`src/rtl/eth_pcs_params_pkg.sv`:
```
// Shared 10GBASE-R PCS constants used by the 66/64 encoder/decoder and the
// TX/RX gearboxes.
//
// W_DATA      payload / PMA word width (64 only)
// W_SYNC      sync header width
// W_BLOCK     full 66-bit block width
// N_GRBX_SEQ  gearbox period in output words (33)
// SEQ_W       width of the gearbox sequence counter
// SEQ_LAST    counter value of the pause (flush) cycle
// SYNC_DATA   sync header of a data block
// SYNC_CTRL   sync header of a control block
package eth_pcs_params;

    localparam int W_DATA     = 64;
    localparam int W_SYNC     = 2;
    localparam int W_BLOCK    = W_DATA + W_SYNC;
    localparam int N_GRBX_SEQ = 33;
    localparam int SEQ_W      = $clog2(N_GRBX_SEQ);

    localparam logic [SEQ_W-1:0]  SEQ_LAST  = SEQ_W'(N_GRBX_SEQ - 1);
    localparam logic [W_SYNC-1:0] SYNC_DATA = 2'b01;
    localparam logic [W_SYNC-1:0] SYNC_CTRL = 2'b10;

endpackage

```
`src/rtl/eth_pcs_tx_gearbox.sv`:
```
// 10GBASE-R TX gearbox: packs one 66-bit block {data, hdr} per enabled cycle
// into a gap-free stream of 64-bit PMA words, LSB (header) first. Every 33rd
// output word carries only the accumulated residual, and upstream is stalled
// for that cycle through o_clk_en.
//
// Ports:
//   i_clk        PCS TX clock (PMA word rate)
//   i_reset      synchronous, active-high reset
//   i_grbx_hdr   sync header of the current block (bits 1:0 of the block)
//   i_grbx_data  scrambled payload of the current block (bits 65:2)
//   o_clk_en     high = the block on i_grbx_* is consumed at this edge
//   o_pma_data   PMA word, bit 0 transmitted first
module eth_pcs_tx_gearbox
    import eth_pcs_params::*;
(
    input  logic              i_clk,
    input  logic              i_reset,
    input  logic [W_SYNC-1:0] i_grbx_hdr,
    input  logic [W_DATA-1:0] i_grbx_data,
    output logic              o_clk_en,
    output logic [W_DATA-1:0] o_pma_data
);

    // Registered state: sequence position, LSB-aligned leftover bits
    // (2*seq of them, zero above), run flag and the output word.
    logic [SEQ_W-1:0]  seq;
    logic [W_DATA-1:0] residual;
    logic              run;
    logic [W_DATA-1:0] pma_data;

    logic              wrap;
    logic [5:0]        offset;
    logic [W_DATA-1:0] word_next;
    logic [W_DATA-1:0] residual_next;
    logic [SEQ_W-1:0]  seq_next;

    assign wrap     = (seq == SEQ_LAST);
    // Decoded purely from registers: no input-to-o_clk_en path.
    assign o_clk_en = run && !wrap;
    // Number of residual bits in front of the new block: 2*seq, 0..62.
    assign offset   = {seq[4:0], 1'b0};

    always_comb begin
        word_next     = pma_data;
        residual_next = residual;
        seq_next      = seq;
        if (run) begin
            if (wrap) begin
                // Residual is exactly 64 bits here; flush it and start over.
                word_next     = residual;
                residual_next = '0;
                seq_next      = '0;
            end else begin
                // Low 64 bits of {block, residual[offset-1:0]}. The residual
                // is zero above its valid bits, so a plain OR merges them.
                word_next = ({i_grbx_data[W_DATA-W_SYNC-1:0], i_grbx_hdr} << offset)
                            | residual;
                // Upper offset+2 bits of the block = top bits of the payload,
                // shifted down to bit 0. Shift range stays within 0..62.
                residual_next = i_grbx_data >> (6'd62 - offset);
                seq_next      = seq + SEQ_W'(1);
            end
        end
    end

    always_ff @(posedge i_clk) begin
        if (i_reset) begin
            seq      <= '0;
            residual <= '0;
            run      <= 1'b0;
            pma_data <= '0;
        end else begin
            run      <= 1'b1;
            seq      <= seq_next;
            residual <= residual_next;
            pma_data <= word_next;
        end
    end

    assign o_pma_data = pma_data;

endmodule

```
`config.mk`:
```
export PLATFORM = sky130hd
export DESIGN_NAME = eth_pcs_tx_gearbox
export DESIGN_NICKNAME = d
export VERILOG_FILES = /design/src/rtl/eth_pcs_params_pkg.sv /design/src/rtl/eth_pcs_tx_gearbox.sv
export SDC_FILE = /design/constraint.sdc
export NUM_CORES = 1
export LEC_CHECK = 0
export ABC_AREA = 0
export CORE_MARGIN = 1.5
export CORE_UTILIZATION = 50
export CTS_CLUSTER_SIZE = 10
export DETAILED_ROUTE_END_ITERATION = 8
export PLACE_DENSITY = 0.73
export SLEW_MARGIN = 20
export SYNTH_ARGS = -nofsm -noshare
export SYNTH_HDL_FRONTEND = slang
export SYNTH_SLANG_ARGS = --single-unit
```
`constraint.sdc`:
```
create_clock -name i_clk -period 3.73 [get_ports i_clk]
set_input_delay 0.5595 -clock i_clk [delete_from_list [all_inputs] [get_ports i_clk]]
set_output_delay 0.5595 -clock i_clk [all_outputs]
set_load 0.01 [all_outputs]
```
==> impl_results.md <==
* Resize count post-CTS at 0
* Pint at 3.11 mW
* Clk sinks at 135
* Clk pwr share at about two fifths
* Clock buffer depth at 2
* Net Sw Power at approximately 1.4 mW
* Num CTS Buffers at 17
* CTS Hold Bufs at 0
* Ports at 133
* Status: complete, no violations
* Design Area, Final at 12,200 um2
* RSZ-0062 raised after global routing: false
* Main area contributors after synthesis: dfxtp_1, mux4_2, mux2i_1
* Worst hold path type: flop to flop
* Max Cap Viol at 0
* Fin crit period at 3.36 ns
* Final global-route overflow total at 0
* Pleak at around 4.3 nW
* DIE AREA at 21,200 um2
* Row count at 52
* Final setup viols at 0
* Most used flip-flop cell after synthesis: dfxtp_1
* Area Overhead vs Synth at 19.3%
* Setup Skew at 0.00990 ns
* Share of cells above drive strength 1 at between 10% and 20%
* Setup Buffers After CTS at 0
* Total number of H-tree levels at 4
* Vias in the first global route at ~9,400
* Crit Path Max Fanout at 27
* Diodes inserted at 0
* Post-synth EDFFs at 0
* Antenna violations before repair at 1
* Worst-margin pin slew at ~1.1 ns
* Synth warn at 0
* DR vias/cell at around 7
* Crit path DAT at 2.80 ns
* CP required at ~3.2 ns
* Pwr dens at 374 nW/um2
* Slew HR at 24.3%
* Post-synthesis sequential area ratio at between 20% and 30%
* Setup TNS at 0 ns
* TritonRoute pass-1 iters at 6
* Worst-path clk slew at about 0.06 ns
* Antenna-violating nets left at 0
* Post-synth top area cell: dfxtp_1
* Fin crit share at 90.1%
* Number of distinct library cells after synthesis at 64
* Synth Cell Area at approximately 10,000 um2
* Final Wtd Congestion at roughly 1.0
* Die Y at about 150 um
* Switching Fraction at 31.5%
* Final hold slack at 0.453 ns
* Comb pwr share at 26.5%
* Initial Util at 50.7%
* Layout Nets at roughly 1,200
* Average size of a mapped cell at between 9 and 10 um2
* Initial drt markers at 1,355
* Synth cell count leaders: nor2_1, dfxtp_1, nand2_1
* First-pass GRT wire length at a little under 60 mm
* Seq pwr share at 34.5%
* Core Area at a little over 20,000 um2
* Total Routing Usage GR at a little under two fifths
* Gate Count Post-Synth at about 1,100
* Fmax at just under 300 MHz
* Top-count cell post-synth: nor2_1
* Avg WL per Cell at about 27 um
* Critical path capture point type: output pin
* Detailed Place HPWL at between 20 and 30 mm
* Top-area cell type share of the netlist area at around a quarter
* # port buffers at 132
* Worst vdd ir at about 300 uV
* Clk_lat worst skew at roughly 0.43 ns
* Largest net degree at the start of global routing at between 100 and 150
* Placed Area at 11,500 um2
* Final-report max-slew violation count at 0
* Syn nets at between 1,000 and 1,500
* DRC errors left at 0
* Fraction of registers with async set or reset after synthesis at 0%
* Clk root buf: clkbuf_16
* CTS tree: yes
* Post-Route WL at a little under 40 mm
* Chip width at approximately 150 um
* CP Class: flop to output pin
* Final core utilization at about three fifths
* Final hold vios at 0
* DR vias at 10,101
* Seq cells post-synth at ~140
* Startpoint Class: flop
[worst max-delay path, cell delays in order (launching register included)]
cell and delay [ns]:
dfxtp_4 0.48, inv_2 0.11, ha_1 0.15, nand3b_1 0.23, nor3_2 0.63, nor2_1 0.23
clkdlybuf4s50_1 0.54
[sequential cells by signal, summed over array words and instances (netlist names)]
signal and cells:
run 1, residual 64, o_pma_data 64, seq 6
[final cells by class]
type / instances / area [um2]
Timing Repair Buffer: 165 / 1600
Sequential cell: 135 / 2720
Fill cell: 1724 / 7950
Inverter: 12 / 45.0
Clock inverter: 13 / 156
Clock buffer: 19 / 464
Tap cell: 270 / 338
Multi-Input combinational cell: 831 / 6830
[power by group through the flow]
stage                     clock [mW]  combinational, mW  sequential (mW)
after floorplan                    0              0.664             1.60
after global placement             0               1.16             1.60
after detailed placement           0               1.16             1.60
after CTS                       1.77               1.17             1.57
after global routing            1.84               1.25             1.58
final                           1.77               1.20             1.57
[metal layers]
metal	global-route usage (%)	routed length, um	share of wire, %
met5	0	0	0
met4	19.3	2340	6.0
met3	11.6	4960	13
met2	51.9	16300	42
met1	50.3	15200	39
[worst paths after layout]
kind         slack (ns)  cells after the start           start             end
min reg2reg        0.45                      2  o_pma_data[25]  o_pma_data[25]
max reg2reg        0.76                      6          seq[1]  o_pma_data[22]
min                0.45                      2  o_pma_data[25]  o_pma_data[25]
max                0.37                      6          seq[1]        o_clk_en
[through the flow]
step	std cells	worst slack (ns)	total power [mW]
after CTS	1445	0.407	4.50
after detailed placement	1413	0.805	2.76
after global routing	1445	0.295	4.67
final	1445	0.369	4.54
after floorplan	1082	1.07	2.27
after global placement	1413	0.758	2.75
[cell families (layout without fill, tap and decap cells)]
logic type,Yosys count,in the layout,share of synthesized area (%)
AND/OR/NAND/NOR,323,323,13.7
AO/OA/AOI/OAI,281,281,19.5
multiplexers,222,222,33.3
flip-flops,135,135,26.5
buffers and inverters,116,209,6.44
XOR/XNOR,3,3,0.258
adder cells (fa/ha/maj),2,2,0.246
[layout by cell type, fill, tap and decap left out, types with 9 or more instances in the layout]
cell type,n
a22oi_1,31
nor2_1,142
nand2_1,87
mux2_2,55
a211oi_1,34
dfxtp_1,130
o221ai_1,18
o21ai_0,42
a31oi_1,11
o211ai_1,14
mux4_1,9
nor2b_1,9
mux4_2,75
nor3_1,31
clkbuf_16,18
nand3_1,20
o22ai_1,15
mux2i_1,80
a21oi_1,45
clkdlybuf4s50_1,131
a221oi_1,10
nand2b_1,9
buf_4,30
No activity file was read; power rests on OpenSTA's default activity.
